**config.mk**
```make
export PLATFORM = sky130hd
export DESIGN_NAME = mac_sequencer
export DESIGN_NICKNAME = d
export VERILOG_FILES = /design/src/rtl/mac_pkg.sv /design/src/rtl/mac_pipe.sv /design/src/rtl/mac_sequencer.sv
export SDC_FILE = /design/constraint.sdc
export NUM_CORES = 1
export LEC_CHECK = 0
export ABC_AREA = 1
export BUFFER_PORTS_ARGS = -buffer_cell sky130_fd_sc_hd__buf_2
export CORE_ASPECT_RATIO = 2
export CORE_MARGIN = 3
export CORE_UTILIZATION = 55
export DETAILED_ROUTE_END_ITERATION = 6
export PLACE_DENSITY = 0.77
export SKIP_LAST_GASP = 1
export SYNTH_ARGS = -nofsm -noshare
export SYNTH_HDL_FRONTEND = slang
export SYNTH_SLANG_ARGS = --single-unit
```
**constraint.sdc**
```tcl
create_clock -name clk -period 7.13 [get_ports clk]
set_input_delay 2.139 -clock clk [delete_from_list [all_inputs] [get_ports clk]]
set_output_delay 2.139 -clock clk [all_outputs]
set_load 0.01 [all_outputs]
```
**src/rtl/mac_pkg.sv**
```systemverilog
// Shared types and constants for the MAC sequencer and its pipeline.
package mac_pkg;

  typedef enum logic [2:0] {
    StIdle,
    StLoad,
    StCompute,
    StDrain,
    StRead,
    StDone
  } state_e;

  localparam int unsigned DRAIN_CYCLES = 3;
  localparam int unsigned DrainCntW    = 2;

  // Address width for a flattened index space; never narrower than one bit.
  function automatic int unsigned addr_w(input int unsigned depth);
    return (depth > 1) ? $clog2(depth) : 1;
  endfunction

endpackage

```
**src/rtl/mac_pipe.sv**
```systemverilog
// Two-stage multiply-accumulate pipeline with valid/tag shift path and C write-back.
module mac_pipe #(
  parameter int unsigned DATA_WIDTH_INITIAL = 8,
  parameter int unsigned DATA_WIDTH_FINAL   = 16,
  parameter int unsigned CW                 = 4
) (
  input  logic                          clk,
  input  logic                          rst,
  input  logic                          issue,
  input  logic                          first,
  input  logic                          last,
  input  logic [CW-1:0]                 c_idx,
  input  logic [DATA_WIDTH_INITIAL-1:0] a_data_in,
  input  logic [DATA_WIDTH_INITIAL-1:0] b_data_in,
  output logic                          c_we,
  output logic [CW-1:0]                 c_addr,
  output logic [DATA_WIDTH_FINAL-1:0]   c_data_out
);

  logic                        s1_valid_q, s1_first_q, s1_last_q;
  logic [CW-1:0]               s1_idx_q;
  logic                        s2_valid_q, s2_first_q, s2_last_q;
  logic [CW-1:0]               s2_idx_q;
  logic [DATA_WIDTH_FINAL-1:0] prod_d, prod_q;
  logic [DATA_WIDTH_FINAL-1:0] acc_sum, acc_q;
  logic                        c_we_q;
  logic [CW-1:0]               c_addr_q;
  logic [DATA_WIDTH_FINAL-1:0] c_data_q;

  always_comb begin
    prod_d  = DATA_WIDTH_FINAL'(a_data_in) * DATA_WIDTH_FINAL'(b_data_in);
    // First term of a dot product restarts the accumulator; wraps modulo 2^width.
    acc_sum = (s2_first_q ? '0 : acc_q) + prod_q;
  end

  // Stage 1: tags wait one cycle for the memory's registered read data.
  always_ff @(posedge clk) begin
    if (rst) begin
      s1_valid_q <= 1'b0;
      s1_first_q <= 1'b0;
      s1_last_q  <= 1'b0;
      s1_idx_q   <= '0;
    end else begin
      s1_valid_q <= issue;
      s1_first_q <= first;
      s1_last_q  <= last;
      s1_idx_q   <= c_idx;
    end
  end

  // Stage 2: product register.
  always_ff @(posedge clk) begin
    if (rst) begin
      s2_valid_q <= 1'b0;
      s2_first_q <= 1'b0;
      s2_last_q  <= 1'b0;
      s2_idx_q   <= '0;
      prod_q     <= '0;
    end else begin
      s2_valid_q <= s1_valid_q;
      s2_first_q <= s1_first_q;
      s2_last_q  <= s1_last_q;
      s2_idx_q   <= s1_idx_q;
      if (s1_valid_q) begin
        prod_q <= prod_d;
      end
    end
  end

  // Stage 3: accumulate and emit the finished element on the last term.
  always_ff @(posedge clk) begin
    if (rst) begin
      acc_q    <= '0;
      c_we_q   <= 1'b0;
      c_addr_q <= '0;
      c_data_q <= '0;
    end else if (s2_valid_q) begin
      acc_q  <= acc_sum;
      c_we_q <= s2_last_q;
      if (s2_last_q) begin
        c_addr_q <= s2_idx_q;
        c_data_q <= acc_sum;
      end
    end else begin
      c_we_q <= 1'b0;
    end
  end

  assign c_we       = c_we_q;
  assign c_addr     = c_addr_q;
  assign c_data_out = c_data_q;

endmodule

```
**src/rtl/mac_sequencer.sv**
```systemverilog
// Matrix-multiply controller: loads A/B, streams element pairs into a MAC pipeline,
// writes back C and requests a C readout.
module mac_sequencer
  import mac_pkg::*;
#(
  parameter int unsigned param_M            = 4,
  parameter int unsigned param_K            = 4,
  parameter int unsigned param_N            = 4,
  parameter int unsigned DATA_WIDTH_INITIAL = 8,
  parameter int unsigned DATA_WIDTH_FINAL   = DATA_WIDTH_INITIAL * 2,
  localparam int unsigned AW = addr_w(param_M * param_K),
  localparam int unsigned BW = addr_w(param_K * param_N),
  localparam int unsigned CW = addr_w(param_M * param_N)
) (
  input  logic                          clk,
  input  logic                          rst,
  input  logic                          start,
  output logic                          busy,
  output logic                          done,
  output logic                          a_b_we,
  output logic                          a_b_re,
  output logic [AW-1:0]                 a_addr,
  output logic [BW-1:0]                 b_addr,
  input  logic [DATA_WIDTH_INITIAL-1:0] a_data_in,
  input  logic [DATA_WIDTH_INITIAL-1:0] b_data_in,
  output logic                          c_we,
  output logic [CW-1:0]                 c_addr,
  output logic [DATA_WIDTH_FINAL-1:0]   c_data_out,
  output logic                          c_re
);

  localparam int unsigned IW = addr_w(param_M);
  localparam int unsigned JW = addr_w(param_N);
  localparam int unsigned KW = addr_w(param_K);

  state_e                 state_q, state_d;
  logic [IW-1:0]          i_q;
  logic [JW-1:0]          j_q;
  logic [KW-1:0]          k_q;
  logic [DrainCntW-1:0]   drain_q;
  logic                   i_last, j_last, k_last, issue_last, drain_last;
  logic [CW-1:0]          c_idx;

  assign i_last     = (i_q == IW'(param_M - 1));
  assign j_last     = (j_q == JW'(param_N - 1));
  assign k_last     = (k_q == KW'(param_K - 1));
  assign issue_last = i_last && j_last && k_last;
  assign drain_last = (drain_q == DrainCntW'(DRAIN_CYCLES - 1));
  assign c_idx      = CW'(32'(i_q) * param_N + 32'(j_q));

  always_ff @(posedge clk) begin
    if (rst) begin
      state_q <= StIdle;
    end else begin
      state_q <= state_d;
    end
  end

  always_comb begin
    state_d = state_q;
    unique case (state_q)
      StIdle:    if (start) state_d = StLoad;
      StLoad:    state_d = StCompute;
      StCompute: if (issue_last) state_d = StDrain;
      StDrain:   if (drain_last) state_d = StRead;
      StRead:    state_d = StDone;
      StDone:    state_d = StIdle;
      default:   state_d = StIdle;
    endcase
  end

  // Counters sit at zero outside COMPUTE so addresses idle at 0.
  always_ff @(posedge clk) begin
    if (rst) begin
      i_q <= '0;
      j_q <= '0;
      k_q <= '0;
    end else if (state_q == StCompute) begin
      if (k_last) begin
        k_q <= '0;
        if (j_last) begin
          j_q <= '0;
          i_q <= i_last ? '0 : i_q + IW'(1);
        end else begin
          j_q <= j_q + JW'(1);
        end
      end else begin
        k_q <= k_q + KW'(1);
      end
    end else begin
      i_q <= '0;
      j_q <= '0;
      k_q <= '0;
    end
  end

  always_ff @(posedge clk) begin
    if (rst) begin
      drain_q <= '0;
    end else if (state_q == StDrain) begin
      drain_q <= drain_q + DrainCntW'(1);
    end else begin
      drain_q <= '0;
    end
  end

  always_comb begin
    busy   = (state_q != StIdle);
    a_b_we = (state_q == StLoad);
    a_b_re = (state_q == StCompute);
    c_re   = (state_q == StRead);
    done   = (state_q == StDone);
    a_addr = AW'(32'(i_q) * param_K + 32'(k_q));
    b_addr = BW'(32'(k_q) * param_N + 32'(j_q));
  end

  mac_pipe #(
    .DATA_WIDTH_INITIAL(DATA_WIDTH_INITIAL),
    .DATA_WIDTH_FINAL  (DATA_WIDTH_FINAL),
    .CW                (CW)
  ) u_pipe (
    .clk       (clk),
    .rst       (rst),
    .issue     (a_b_re),
    .first     (k_q == '0),
    .last      (k_last),
    .c_idx     (c_idx),
    .a_data_in (a_data_in),
    .b_data_in (b_data_in),
    .c_we      (c_we),
    .c_addr    (c_addr),
    .c_data_out(c_data_out)
  );

endmodule

```
== Yosys cells after proc, flatten, opt, wreduce, memory -nomap -nowiden ==
Index checks and enable logic that the tools add are counted.
W data, S select, Z words.
Cells by class
  eq/ne operators: 12
  multipliers: 1
  bitwise operators: 3
  multiplexer cells: 7
  reduce and logical (&&, ||, !) cells: 12
  $add $sub $neg: 8
Operators by type and width (count)
  $add A16 B16 Y16: 1
  $mul A8 B8 Y16: 1
  $mux W16: 1
  $pmux W3 S5: 1
  $add A4 B2 Y4: 3
  $mux W3: 3
  $add A2 B1 Y2 const B: 4
  $eq A2 B2 Y1 const B: 4
  $eq A3 B2 Y1 const B: 2
  $eq A3 B3 Y1 const B: 2
  $ne A2 B2 Y1 const B: 3
  $reduce_or A2 Y1: 3
  $mux W2: 2
  $reduce_and A2 Y1: 2
  $eq A3 B1 Y1 const B: 1
  $logic_not A3 Y1: 1
  $not A1 Y1: 3
  $reduce_and A3 Y1: 1
  $reduce_bool A3 Y1: 1
  $reduce_or A3 Y1: 1
  $logic_and A1 B1 Y1: 2
  $logic_not A2 Y1: 1
Storage, ports and cells
  bits in registers: 78
  output and inout bits: 34
  bits of input ports: 19
  logic and storage cells: 61

== Longest topological paths before layout ==
Gate-level depths: netlist of run 1.
  depth in word-level cells: 5
  depth in mapped cells: 22
  mapped depth without buffers: 21

== By module ==
Synthesis of run 1 repeated with hierarchy kept, for this count alone.
Second synthesis, totals
  cell total of the unflattened synthesis: 962
  area, all modules: 6326.1 sq um
By module, submodules not included
  mac_pipe: cells an instance 886, sequential area each 1341.3 sq um, instances 1, area an instance 5743.0 sq um
  mac_sequencer: cells an instance 76, sequential area each 220.2 sq um, instances 1, area an instance 583.1 sq um

== Worst setup path after synthesis of run 1 ==
Ideal clock, no wire load.
  path type: input to register
  start point: input port a_data_in[0]
  end point: register u_pipe.prod_q[10]
  data required time: 7021 ps
  path buffers: 1
  setup time: 109 ps
  path slack: 1367 ps
  arrival time: 5654 ps
  stages on the path: 19
  cell sequence: clkbuf_1 > nand2_1 > fa_1 > fa_1 > inv_1 > fa_1 > inv_1 > fa_1 > inv_1 > ha_1 > nand2_1 > nand2_1 > nand2_1 > nand2_1 > a21oi_1 > xor2_1 > nand2_1 > nand2_1 > inv_1
On the way
  word-level cells in the longest chain between the ends: 1
RTL lines
  start: declaration: RTL line mac_sequencer.sv:24  | input logic [DATA_WIDTH_INITIAL-1:0] a_data_in,
  $mul A8 B8 Y16: RTL line mac_pipe.sv:31  | prod_d = DATA_WIDTH_FINAL'(a_data_in) * DATA_WIDTH_FINAL'(b_data_in);
  end signal: assignment: RTL line mac_pipe.sv:65  | prod_q <= prod_d;
  end: declaration: RTL line mac_pipe.sv:24  | logic [DATA_WIDTH_FINAL-1:0] prod_d, prod_q;
No other way between the ends.
A chain may end at the register's enable or synchronous reset.

== Worst setup path in the final report of run 1 ==
  start point: input port b_data_in[7]
  end point: register u_pipe.prod_q[10]
On the way
  word-level cells in the longest chain between the ends: 1
RTL lines
  start: declaration: RTL line mac_sequencer.sv:25  | input logic [DATA_WIDTH_INITIAL-1:0] b_data_in,
  $mul A8 B8 Y16: RTL line mac_pipe.sv:31
No other way between the ends.

==> run_summary.xml, run 1 <==
<?xml version="1.0" encoding="UTF-8"?>
<metrics>
  <group name="outcome">
    <metric name="run_status" unit="">complete, no violations</metric>
  </group>
  <group name="flow_run">
    <metric name="max_cap_violations" unit="">0</metric>
  </group>
  <group name="worst_setup_path">
    <metric name="r2r-start" unit="">u_pipe.s2_first_q</metric>
    <metric name="critical_path.endpoint_type" unit="">flop</metric>
    <metric name="setup.worst_path.start_class" unit="">primary input</metric>
    <metric name="worst-setup-path-type" unit="">in2reg</metric>
    <metric name="cp.required" unit="ns">7.37</metric>
    <metric name="timing.critical_path.to" unit="">u_pipe.prod_q[10]</metric>
    <metric name="reg2reg_depth" unit="">12</metric>
    <metric name="critPathTopFamily" unit="">adder cells</metric>
    <metric name="crit_path_start" unit="">b_data_in[7]</metric>
    <metric name="number_of_cells_on_the_critical_path" unit="">19</metric>
    <metric name="cpMostUsedCell" unit="">nand2_1</metric>
    <metric name="rrSetupSlack" unit="ns">4.85</metric>
    <metric name="worstPathCellList" unit="">buf_2, nand2_1, fa_1, fa_1, inv_1, fa_1, inv_1, fa_1, inv_1, ha_1, nand2_1, nand2_1, nand2_1, nand2_1, a21oi_1, xor2_1, nand2_1, nand2_1, inv_1</metric>
    <metric name="cp.arrival" unit="ns">5.75</metric>
    <metric name="worst-path-max-fanout" unit="">8</metric>
    <metric name="timing.critical_path.slowest_cell_delay" unit="ns">0.54</metric>
    <metric name="critical-path-slowest-cell" unit="">fa_1</metric>
    <metric name="timing.critical_path.buf_inv" unit="">5</metric>
    <metric name="r2r-end" unit="">u_pipe.c_data_out[8]</metric>
  </group>
  <group name="finish">
    <metric name="final_common_cell" unit="">inv_1</metric>
    <metric name="instances_no_fill" unit="">1124</metric>
    <metric name="drive_gt1_frac" unit="">0.08130</metric>
    <metric name="antenna-diode-count" unit="">0</metric>
    <metric name="fillerInstances" unit="">1072</metric>
    <metric name="layout-area-overhead-vs-synth" unit="%">9.191</metric>
    <metric name="final_cell_mix" unit="">inv_1 (240), nand2_1 (227), nor2_1 (111), dfxtp_1 (78), ha_1 (56)</metric>
    <metric name="nets" unit="">1091</metric>
  </group>
  <group name="clocking">
    <metric name="tritoncts.num_buffers" unit="">9</metric>
    <metric name="post_cts_buffers" unit="">0</metric>
    <metric name="cts_max_level" unit="">3</metric>
    <metric name="root_buffer_cell" unit="">clkbuf_16</metric>
    <metric name="count_of_hold_buffers_inserted_by_post_cts_repair" unit="">0</metric>
    <metric name="clk-insertion-delay-late" unit="ns">0.34</metric>
    <metric name="cts_resized" unit="">0</metric>
    <metric name="tritoncts" unit="">built</metric>
    <metric name="path_clk_slew" unit="ns">0.06</metric>
    <metric name="tritoncts_num_sinks" unit="">78</metric>
    <metric name="cts-root-to-sink-buffers" unit="">2</metric>
  </group>
  <group name="logic_synthesis">
    <metric name="sequential_to_total_area_share_from_yosys_stat" unit="">0.2499</metric>
    <metric name="synth.ff_latch_count" unit="">78</metric>
    <metric name="synth-edff-count" unit="">0</metric>
    <metric name="fraction_of_synthesis_flops_using_an_asynchronous_set_or_reset_pin" unit="">0</metric>
    <metric name="yosys.cell_types.count" unit="">28</metric>
    <metric name="area_of_the_mapped_netlist" unit="sq um">6248</metric>
    <metric name="syn_inst" unit="">950</metric>
    <metric name="post_synth.cell_area_avg" unit="sq um">6.577</metric>
    <metric name="yosysWarnings" unit="">0</metric>
    <metric name="ys_dominant_reg_cell" unit="">dfxtp_1</metric>
    <metric name="syn_nets" unit="">1062</metric>
  </group>
  <group name="routing">
    <metric name="avgRoutedWirePerCell" unit="microns">11.45</metric>
    <metric name="initialDrtViolationCount" unit="">212</metric>
    <metric name="drt_drc_violations_left" unit="">0</metric>
    <metric name="route.antenna.remaining_nets" unit="">0</metric>
    <metric name="drt_pass1_iterations" unit="">5</metric>
    <metric name="routed-via-count" unit="">5398</metric>
    <metric name="postRouteWirelength" unit="microns">12880</metric>
    <metric name="avgViaCountPerCell" unit="">4.802</metric>
  </group>
  <group name="timing">
    <metric name="rsz0062_at_grt" unit="">no</metric>
    <metric name="timing.final.setup_violations" unit="">0</metric>
    <metric name="max_freq" unit="GHz">0.1814</metric>
    <metric name="finalHoldViolCount" unit="">0</metric>
    <metric name="slew_headroom" unit="">0.4448</metric>
    <metric name="post-route-period-util" unit="">0.7730</metric>
    <metric name="worst_slack" unit="ns">1.618</metric>
    <metric name="timing_max_transition_violations_final" unit="">0</metric>
    <metric name="worst_pin_slew" unit="ns">0.8316</metric>
    <metric name="period_minus_slack" unit="ns">5.512</metric>
    <metric name="final_setup_skew" unit="ns">0.006197</metric>
    <metric name="final.setup.tns" unit="ns">0</metric>
  </group>
  <group name="power">
    <metric name="switching_part_of_the_total" unit="">0.4035</metric>
    <metric name="power.combinational.fraction" unit="">0.424</metric>
    <metric name="power.ir.vdd_worst" unit="mV">0.1302</metric>
    <metric name="intPower" unit="mW">0.9767</metric>
    <metric name="cellLeakagePower" unit="nW">4.196</metric>
    <metric name="pwr_density_cell" unit="nW/um^2">240.0</metric>
    <metric name="power.switching" unit="mW">0.6607</metric>
    <metric name="power.share.sequential" unit="">0.316</metric>
    <metric name="p_clk_frac" unit="">0.261</metric>
  </group>
  <group name="floorplan">
    <metric name="fp.coreArea" unit="sq um">11010</metric>
    <metric name="fp.dieH" unit="microns">156.7</metric>
    <metric name="boundary_pins" unit="">53</metric>
    <metric name="placement_rows" unit="">54</metric>
    <metric name="die-area" unit="sq um">12750</metric>
    <metric name="initial_core_util" unit="">0.5674</metric>
    <metric name="die_w" unit="microns">81.37</metric>
  </group>
  <group name="placed_design">
    <metric name="hpwlAfterDp" unit="microns">10390</metric>
    <metric name="placed_cells_incl_taps" unit="">1108</metric>
    <metric name="place_ws" unit="ns">1.243</metric>
    <metric name="placement.io_buffers" unit="">52</metric>
    <metric name="gpl.final_weighted_congestion" unit="">0.9693</metric>
  </group>
  <group name="grt">
    <metric name="maximum_number_of_pins_on_one_net_before_global_route_repair" unit="">51</metric>
    <metric name="grt_antenna_before_repair" unit="">0</metric>
    <metric name="gr-total-overflow" unit="">0</metric>
    <metric name="wire_length_of_the_first_global_routing_pass" unit="microns">22070</metric>
    <metric name="first_global_vias" unit="">5090</metric>
    <metric name="grt_use_total" unit="">0.2194</metric>
  </group>
  <group name="worst_hold_path">
    <metric name="worst_hold_path_type" unit="">reg2reg</metric>
  </group>
</metrics>
-- registers in the layout, summed over array words and instances, names as in the netlist --
signal	flops
k_q	2
u_pipe.acc_q	16
u_pipe.s1_first_q	1
u_pipe.s2_valid_q	1
j_q	2
u_pipe.s1_last_q	1
u_pipe.s2_first_q	1
u_pipe.s1_valid_q	1
u_pipe.s1_idx_q	4
u_pipe.s2_last_q	1
state_q	3
u_pipe.c_we	1
u_pipe.c_addr	4
u_pipe.c_data_out	16
u_pipe.s2_idx_q	4
u_pipe.prod_q	16
drain_q	2
i_q	2
-- worst min-delay path by stage --
stage	from	endpoint	slack (ns)	cells past startpoint
after floorplan	u_pipe.s1_first_q	u_pipe.s2_first_q	0.39	2
after global placement	u_pipe.s1_last_q	u_pipe.s2_last_q	0.39	2
after detailed placement	u_pipe.s1_idx_q[0]	u_pipe.s2_idx_q[0]	0.40	2
after CTS	u_pipe.s1_idx_q[0]	u_pipe.s2_idx_q[0]	0.41	2
after global routing	drain_q[0]	drain_q[0]	0.43	1
final	u_pipe.s1_idx_q[0]	u_pipe.s2_idx_q[0]	0.40	2
-- layout make-up --
class                           count  area [sq um]  share of cell area
Clock buffer                        9         225.2             0.03301
Tap cell                          140         175.2             0.02567
Timing Repair Buffer               53         267.8             0.03924
Clock inverter                      7         57.56            0.008436
Multi-Input combinational cell    594          3623              0.5311
Sequential cell                    78          1562              0.2289
Inverter                          243         912.1              0.1337
-- worst register-to-register path, stage by stage (launching register included) --
cell and delay, ns:
dfxtp_1 0.72, nor2_1 0.12, ha_1 0.24, inv_1 0.07, fa_1 0.21, inv_1 0.07, nand3_1 0.08, nand3_2 0.12
a21oi_1 0.18, or2_1 0.14, nand3_1 0.12, nand2_1 0.10, inv_1 0.04
-- per-stage QoR --
step                      total power [mW]  cell area (sq um)  utilization  hold WS (ns)
after floorplan                      1.071               6248            -        0.3883
after global placement               1.207               6540       0.5938        0.3918
after detailed placement             1.222               6540       0.5938        0.3954
after CTS                            1.652               6823       0.6195        0.4060
after global routing                 1.795               6823       0.6195        0.4258
final                                1.637               6823       0.6195        0.4013
-- per-layer routing --
metal / up-vias / share of wire / track usage
li1: 2874 / - / -
met1: 2401 / 0.38 / 0.2321
met2: 95 / 0.56 / 0.4132
met3: 28 / 0.027 / 0.03283
met4: 0 / 0.033 / 0.09347
met5: - / 0 / 0
-- power groups by stage --
stage	combinational (mW)	clock [mW]	sequential (mW)
final	0.694	0.427	0.517
after global routing	0.820	0.452	0.523
after CTS	0.700	0.435	0.517
after detailed placement	0.695	0	0.526
after global placement	0.681	0	0.526
after floorplan	0.566	0	0.505
-- cells in the mapped netlist, types with 3 or more instances --
master	instances	area share
nor2_1	111	0.067
nand3_2	5	0.0080
o211ai_1	3	0.0036
nand2_1	227	0.14
clkbuf_1	22	0.013
dfxtp_1	78	0.25
fa_1	37	0.12
buf_2	9	0.0072
o21ai_0	27	0.022
xor2_1	8	0.011
nand3_1	50	0.040
nand2_2	3	0.0030
inv_1	240	0.14
xnor2_1	3	0.0042
or2_1	5	0.0050
a21oi_1	39	0.031
nor3_1	11	0.0088
nand4_1	5	0.0050
ha_1	56	0.11
-- logic make-up (layout without fill, tap and decap cells) --
group                    count (synthesis)  in the layout  synth area share
buffers and inverters                  278            312            0.1702
XOR/XNOR                                11             11           0.01542
adder cells (fa/ha/maj)                 93             93            0.2307
flip-flops                              78             78            0.2499
AND/OR/NAND/NOR                        419            419            0.2749
AO/OA/AOI/OAI                           71             71           0.05887
Note: power is estimated with default switching activity, not from simulation.
==> run 2, diff against run 1 <==
--- a/config.mk
+++ b/config.mk
@@ -11,7 +11,7 @@
 export CORE_MARGIN = 3
 export CORE_UTILIZATION = 55
 export DETAILED_ROUTE_END_ITERATION = 6
-export PLACE_DENSITY = 0.77
+export PLACE_DENSITY = 0.8
 export SKIP_LAST_GASP = 1
 export SYNTH_ARGS = -nofsm -noshare
 export SYNTH_HDL_FRONTEND = slang
==> constraint.sdc (replaced) <==
create_clock -name clk -period 4.9 [get_ports clk]
set_input_delay 1.47 -clock clk [delete_from_list [all_inputs] [get_ports clk]]
set_output_delay 1.47 -clock clk [all_outputs]
set_load 0.01 [all_outputs]
==> run 2 against run 1 <==
Compared with the run above:
- combinational power is 74% higher
- non-clock buffer count is 31 higher
- sequential cell count stayed put
- clock power is 51% higher
- utilization is 2.9 points higher
- first-iteration DRC count is 3.8% lower
- final area is 4.7% higher
- sequential power is 45% higher
- critical endpoint unchanged
==> run_summary.xml, run 2 (same netlist as run 1, synthesis figures left out) <==
<?xml version="1.0" encoding="UTF-8"?>
<metrics>
  <group name="floorplan">
    <metric name="initial_core_util" unit="">0.5674</metric>
    <metric name="fp.dieH" unit="microns">156.7</metric>
    <metric name="placement_rows" unit="">54</metric>
    <metric name="die-area" unit="sq um">12750</metric>
    <metric name="boundary_pins" unit="">53</metric>
    <metric name="fp.coreArea" unit="sq um">11010</metric>
    <metric name="die_w" unit="microns">81.37</metric>
  </group>
  <group name="grt">
    <metric name="maximum_number_of_pins_on_one_net_before_global_route_repair" unit="">37</metric>
    <metric name="grt_antenna_before_repair" unit="">0</metric>
    <metric name="global_route.usage.met1" unit="">0.2244</metric>
    <metric name="first_global_vias" unit="">5548</metric>
    <metric name="gr-total-overflow" unit="">0</metric>
    <metric name="gr-max-usage-layer" unit="">met2</metric>
    <metric name="wire_length_of_the_first_global_routing_pass" unit="microns">23270</metric>
    <metric name="grt_use_met2" unit="">0.4556</metric>
    <metric name="global_route.usage.met3" unit="">0.03111</metric>
    <metric name="grt_use_total" unit="">0.2298</metric>
  </group>
  <group name="flow_run">
    <metric name="max_cap_violations" unit="">0</metric>
  </group>
  <group name="placed_design">
    <metric name="placement.io_buffers" unit="">52</metric>
    <metric name="placement.cell_area" unit="sq um">6818</metric>
    <metric name="gpl.final_weighted_congestion" unit="">0.9088</metric>
    <metric name="hpwlAfterDp" unit="microns">10930</metric>
    <metric name="place_ws" unit="ns">-0.1883</metric>
  </group>
  <group name="worst_setup_path">
    <metric name="rrSetupSlack" unit="ns">2.52</metric>
    <metric name="critical_path.endpoint_type" unit="">flop</metric>
    <metric name="r2r-start" unit="">u_pipe.s2_first_q</metric>
    <metric name="critical-path-slowest-cell" unit="">fa_1</metric>
    <metric name="timing.critical_path.slowest_cell_delay" unit="ns">0.54</metric>
    <metric name="setup.worst_path.start_class" unit="">primary input</metric>
    <metric name="cp.required" unit="ns">5.14</metric>
    <metric name="cpMostUsedCell" unit="">nand2_1</metric>
    <metric name="critPathTopFamily" unit="">adder cells</metric>
    <metric name="worst-path-max-fanout" unit="">4</metric>
    <metric name="timing.critical_path.buf_inv" unit="">5</metric>
    <metric name="r2r-end" unit="">u_pipe.acc_q[11]</metric>
    <metric name="worst-setup-path-type" unit="">in2reg</metric>
    <metric name="worstPathCellList" unit="">buf_2, nand2_2, fa_1, fa_1, inv_1, fa_1, inv_1, fa_1, inv_1, ha_4, nand2_1, nand2_1, nand2_1, nand2_1, a21oi_2, xor2_1, nand2_1, nand2_1, inv_1</metric>
    <metric name="reg2reg_depth" unit="">14</metric>
    <metric name="cp.arrival" unit="ns">4.93</metric>
  </group>
  <group name="timing">
    <metric name="period_minus_slack" unit="ns">4.692</metric>
    <metric name="timing.final.setup_violations" unit="">0</metric>
    <metric name="worst_pin_slew" unit="ns">0.8336</metric>
    <metric name="worst_slack" unit="ns">0.2076</metric>
    <metric name="timing_max_transition_violations_final" unit="">0</metric>
    <metric name="max_freq" unit="GHz">0.2131</metric>
    <metric name="post-route-period-util" unit="">0.9576</metric>
    <metric name="final_setup_skew" unit="ns">0.008649</metric>
    <metric name="slew_headroom" unit="">0.4435</metric>
    <metric name="finalHoldViolCount" unit="">0</metric>
  </group>
  <group name="finish">
    <metric name="layout-area-overhead-vs-synth" unit="%">14.30</metric>
    <metric name="nets" unit="">1122</metric>
    <metric name="fillerInstances" unit="">962</metric>
    <metric name="drive_gt1_frac" unit="">0.1192</metric>
    <metric name="regArea" unit="sq um">1562</metric>
    <metric name="multi_input_area" unit="sq um">3691</metric>
    <metric name="antenna-diode-count" unit="">0</metric>
    <metric name="final_cell_mix" unit="">inv_1 (240), nand2_1 (224), nor2_1 (110), dfxtp_1 (78), ha_1 (52)</metric>
    <metric name="final_common_cell" unit="">inv_1</metric>
    <metric name="finalInstanceArea" unit="sq um">7142</metric>
  </group>
  <group name="clocking">
    <metric name="tritoncts" unit="">built</metric>
    <metric name="clk-insertion-delay-late" unit="ns">0.34</metric>
    <metric name="count_of_hold_buffers_inserted_by_post_cts_repair" unit="">0</metric>
    <metric name="cts-root-to-sink-buffers" unit="">2</metric>
    <metric name="path_clk_slew" unit="ns">0.07</metric>
    <metric name="root_buffer_cell" unit="">clkbuf_16</metric>
    <metric name="cts_max_level" unit="">3</metric>
    <metric name="tritoncts_num_sinks" unit="">78</metric>
    <metric name="tritoncts.num_buffers" unit="">9</metric>
  </group>
  <group name="routing">
    <metric name="initialDrtViolationCount" unit="">204</metric>
    <metric name="postRouteWirelength" unit="microns">13620</metric>
    <metric name="drt_drc_violations_left" unit="">0</metric>
    <metric name="routed-via-count" unit="">5657</metric>
    <metric name="drt_pass1_iterations" unit="">4</metric>
    <metric name="avgRoutedWirePerCell" unit="microns">11.79</metric>
    <metric name="avgViaCountPerCell" unit="">4.898</metric>
    <metric name="route.antenna.remaining_nets" unit="">0</metric>
  </group>
  <group name="worst_hold_path">
    <metric name="worst_hold_path_type" unit="">reg2reg</metric>
    <metric name="hold_path_depth" unit="">2</metric>
    <metric name="min_delay_worst_endpoint" unit="">u_pipe.s2_idx_q[3]</metric>
    <metric name="worst_hold_startpoint" unit="">u_pipe.s1_idx_q[3]</metric>
  </group>
  <group name="power">
    <metric name="cellLeakagePower" unit="nW">4.350</metric>
    <metric name="pwr_density_cell" unit="nW/um^2">364.2</metric>
    <metric name="power.ir.vdd_worst" unit="mV">0.2277</metric>
  </group>
  <group name="outcome">
    <metric name="run_status" unit="">complete, no violations</metric>
  </group>
</metrics>
-- run 2: routing by layer --
| layer | share of wire | wire length [microns] |
|---|---|---|
| met1 | 0.37 | 5052 |
| met2 | 0.57 | 7742 |
| met3 | 0.027 | 367 |
| met4 | 0.034 | 461 |
| met5 | 0 | 0 |
-- run 2: metrics by stage --
| step | utilization | setup TNS (ns) | cells | total power [mW] | hold WS [ns] |
|---|---|---|---|---|---|
| 3_5_place_dp | 0.6191 | -1.259 | 1139 | 1.936 | 0.3958 |
| 6_report | 0.6485 | 0 | 1155 | 2.601 | 0.4026 |
| 2_1_floorplan | - | 0 | 950 | 1.612 | 0.3883 |
| 4_1_cts | 0.6453 | 0 | 1155 | 2.590 | 0.4044 |
| 5_1_grt | 0.6485 | -0.03095 | 1155 | 2.837 | 0.4174 |
| 3_3_place_gp | 0.6191 | -0.7000 | 1139 | 1.906 | 0.3902 |
-- run 2: layout make-up --
class	instances	area share
inverters	243	0.1277
flip-flops and latches	78	0.2186
multi-input cells	594	0.5168
clock inverters	7	0.008935
well taps	140	0.02453
repair buffers	84	0.07183
clock buffers	9	0.03153
-- run 2: how the worst max path moves through the flow --
stage	end	depth (start not counted)	startpoint
2_1_floorplan	u_pipe.prod_q[10]	19	a_data_in[5]
3_3_place_gp	u_pipe.prod_q[14]	17	a_data_in[2]
3_5_place_dp	u_pipe.prod_q[14]	17	a_data_in[2]
4_1_cts	u_pipe.prod_q[14]	17	a_data_in[2]
5_1_grt	u_pipe.prod_q[10]	19	b_data_in[7]
6_report	u_pipe.prod_q[10]	19	b_data_in[7]
-- run 2: power breakdown --
part,switching (mW),internal [mW],total (mW)
Clock,0.288,0.354,0.643
Sequential,0.0571,0.694,0.751
Combinational,0.692,0.515,1.21
-- run 2: worst min-delay path, cell delays in order, from the launching register on --
cell and delay (ns):
dfxtp_1 0.30, inv_1 0.04, nor2_1 0.03
-- run 2: repair_timing --
item | CTS | global route
endpoints found under the setup margin | 0 | 6
gates resized for setup | 0 | 12
buffers inserted | 0 | 0
==> run 3, diff against run 2 <==
--- a/config.mk
+++ b/config.mk
@@ -11,7 +11,7 @@
 export CORE_MARGIN = 3
 export CORE_UTILIZATION = 55
 export DETAILED_ROUTE_END_ITERATION = 6
-export PLACE_DENSITY = 0.8
+export PLACE_DENSITY = 0.77
 export SKIP_LAST_GASP = 1
 export SYNTH_ARGS = -nofsm -noshare
 export SYNTH_HDL_FRONTEND = slang
==> run 3 against run 2 <==
Compared with the run above:
- sequential power about the same
- worst setup slack worse by 0.049 ns
- maximum frequency decreased by 1.0%
- largest cell class unchanged
- critical endpoint is now u_pipe.prod_q[11]
==> run_summary.xml, run 3 (same netlist as run 1, synthesis figures left out) <==
<?xml version="1.0" encoding="UTF-8"?>
<metrics>
  <group name="floorplan">
    <metric name="fp.coreArea" unit="sq um">11010</metric>
    <metric name="fp.dieH" unit="microns">156.7</metric>
    <metric name="placement_rows" unit="">54</metric>
    <metric name="initial_core_util" unit="">0.5674</metric>
    <metric name="boundary_pins" unit="">53</metric>
    <metric name="die_w" unit="microns">81.37</metric>
    <metric name="die-area" unit="sq um">12750</metric>
  </group>
  <group name="timing">
    <metric name="slew_headroom" unit="">0.4201</metric>
    <metric name="whs" unit="ns">0.3977</metric>
    <metric name="rsz0062_at_grt" unit="">yes</metric>
    <metric name="finalHoldViolCount" unit="">0</metric>
    <metric name="worst_pin_slew" unit="ns">0.8686</metric>
    <metric name="post-route-period-util" unit="">0.9677</metric>
    <metric name="timing_max_transition_violations_final" unit="">0</metric>
    <metric name="timing.final.setup_violations" unit="">0</metric>
    <metric name="final_setup_skew" unit="ns">0.006636</metric>
    <metric name="max_freq" unit="GHz">0.2109</metric>
    <metric name="period_minus_slack" unit="ns">4.742</metric>
    <metric name="worst_slack" unit="ns">0.1582</metric>
  </group>
  <group name="placed_design">
    <metric name="gpl.final_weighted_congestion" unit="">0.9185</metric>
    <metric name="place_ws" unit="ns">-0.2153</metric>
    <metric name="placement.io_buffers" unit="">52</metric>
    <metric name="placement.cell_area" unit="sq um">6818</metric>
    <metric name="hpwlAfterDp" unit="microns">11020</metric>
  </group>
  <group name="clocking">
    <metric name="cts_max_level" unit="">3</metric>
    <metric name="count_of_hold_buffers_inserted_by_post_cts_repair" unit="">0</metric>
    <metric name="clk-insertion-delay-late" unit="ns">0.34</metric>
    <metric name="tritoncts_num_sinks" unit="">78</metric>
    <metric name="root_buffer_cell" unit="">clkbuf_16</metric>
    <metric name="tritoncts" unit="">built</metric>
    <metric name="path_clk_slew" unit="ns">0.06</metric>
    <metric name="tritoncts.num_buffers" unit="">9</metric>
    <metric name="cts-root-to-sink-buffers" unit="">2</metric>
  </group>
  <group name="outcome">
    <metric name="run_status" unit="">complete, no violations</metric>
  </group>
  <group name="power">
    <metric name="pwr_density_cell" unit="nW/um^2">368.1</metric>
    <metric name="power.ir.vdd_worst" unit="mV">0.2645</metric>
    <metric name="cellLeakagePower" unit="nW">4.362</metric>
    <metric name="finalPower" unit="mW">2.626</metric>
  </group>
  <group name="routing">
    <metric name="initialDrtViolationCount" unit="">188</metric>
    <metric name="route.antenna.remaining_nets" unit="">0</metric>
    <metric name="highest-signal-layer" unit="">met4</metric>
    <metric name="avgRoutedWirePerCell" unit="microns">11.83</metric>
    <metric name="drt_pass1_iterations" unit="">4</metric>
    <metric name="avgViaCountPerCell" unit="">4.814</metric>
    <metric name="dr_wl_met2" unit="microns">7813</metric>
    <metric name="wl_met1" unit="microns">4960</metric>
    <metric name="drt_drc_violations_left" unit="">0</metric>
    <metric name="routed-via-count" unit="">5560</metric>
    <metric name="postRouteWirelength" unit="microns">13670</metric>
    <metric name="wl_met3" unit="microns">325</metric>
  </group>
  <group name="finish">
    <metric name="nets" unit="">1122</metric>
    <metric name="layout-area-overhead-vs-synth" unit="%">14.16</metric>
    <metric name="final_cell_mix" unit="">inv_1 (240), nand2_1 (224), nor2_1 (111), dfxtp_1 (78), ha_1 (53)</metric>
    <metric name="finalInstanceArea" unit="sq um">7133</metric>
    <metric name="final_common_cell" unit="">inv_1</metric>
    <metric name="fillerInstances" unit="">1001</metric>
    <metric name="antenna-diode-count" unit="">0</metric>
    <metric name="drive_gt1_frac" unit="">0.1182</metric>
  </group>
  <group name="grt">
    <metric name="grt_antenna_before_repair" unit="">0</metric>
    <metric name="maximum_number_of_pins_on_one_net_before_global_route_repair" unit="">34</metric>
    <metric name="first_global_vias" unit="">5432</metric>
    <metric name="gr-total-overflow" unit="">0</metric>
    <metric name="wire_length_of_the_first_global_routing_pass" unit="microns">23110</metric>
    <metric name="grt_use_total" unit="">0.2311</metric>
  </group>
  <group name="worst_setup_path">
    <metric name="critical_path.endpoint_type" unit="">flop</metric>
    <metric name="worst-path-max-fanout" unit="">7</metric>
    <metric name="worst-setup-path-type" unit="">in2reg</metric>
    <metric name="cp.arrival" unit="ns">4.98</metric>
    <metric name="setup.worst_path.start_class" unit="">primary input</metric>
    <metric name="cp.required" unit="ns">5.13</metric>
  </group>
  <group name="worst_hold_path">
    <metric name="worst_hold_path_type" unit="">reg2reg</metric>
  </group>
  <group name="flow_run">
    <metric name="max_cap_violations" unit="">0</metric>
  </group>
</metrics>
==> run 3: cell count changes in the layout (fill, tap and decap cells not counted), sizes merged <==
| cell | change |
|---|---|
| buf | +5 |
| clkbuf | -5 |
| clkinvlp | -2 |
| bufinv | +1 |
| clkinv | +1 |
==> run 3: final timing paths <==
check / startpoint / end / slack [ns] / cells after the start
setup / recovery: b_data_in[4] / u_pipe.prod_q[11] / 0.16 / 17
hold / removal: u_pipe.s1_first_q / u_pipe.s2_first_q / 0.40 / 2
setup reg to reg: u_pipe.s2_first_q / u_pipe.acc_q[11] / 2.54 / 14
hold reg to reg: u_pipe.s1_first_q / u_pipe.s2_first_q / 0.40 / 2
==> run 3: timing repair <==
item | in CTS | in global routing
setup buffers | 0 | 0
endpoints found under the hold margin | 0 | 0
setup endpoints to repair | 0 | 4
gates resized for setup | 0 | 6
==> run 3: report_power, final <==
part	switching [mW]	leakage, nW	internal, mW
logic	0.680	3.58	0.508
registers	0.0584	0.631	0.694
clock network	0.283	0.151	0.402
==> run 3: layout make-up <==
cell class | count | area [sq um] | area share
multi-input cells | 594 | 3680 | 0.5159
well taps | 140 | 175.2 | 0.02456
flip-flops and latches | 78 | 1562 | 0.2189
clock buffers | 9 | 225.2 | 0.03157
clock inverters | 7 | 78.83 | 0.01105
inverters | 243 | 912.1 | 0.1279
repair buffers | 84 | 500.5 | 0.07016
==> run 3: critical path: stages <==
cell	delay (ns)
buf_2	0.14
nand2_1	0.07
inv_1	0.05
fa_1	0.44
fa_1	0.54
inv_1	0.05
fa_1	0.48
fa_1	0.56
inv_1	0.04
ha_1	0.35
nand2_1	0.11
nand3_1	0.18
a21oi_1	0.20
or2_1	0.12
nand3_1	0.06
nand2_1	0.09
inv_1	0.03
==> run 3: routing by layer <==
metal	up-vias	track usage
met2	87	0.4490
met5	-	0
met4	0	0.1193
met3	37	0.02535
li1	2929	-
met1	2507	0.2279
==> run 3: through the flow <==
step / instances / util / TNS, ns
floorplan: 950 / - / 0
global placement: 1139 / 0.6191 / -0.9133
detailed placement: 1139 / 0.6191 / -1.448
CTS: 1155 / 0.6467 / 0
global route: 1155 / 0.6477 / -0.04700
finish: 1155 / 0.6477 / 0
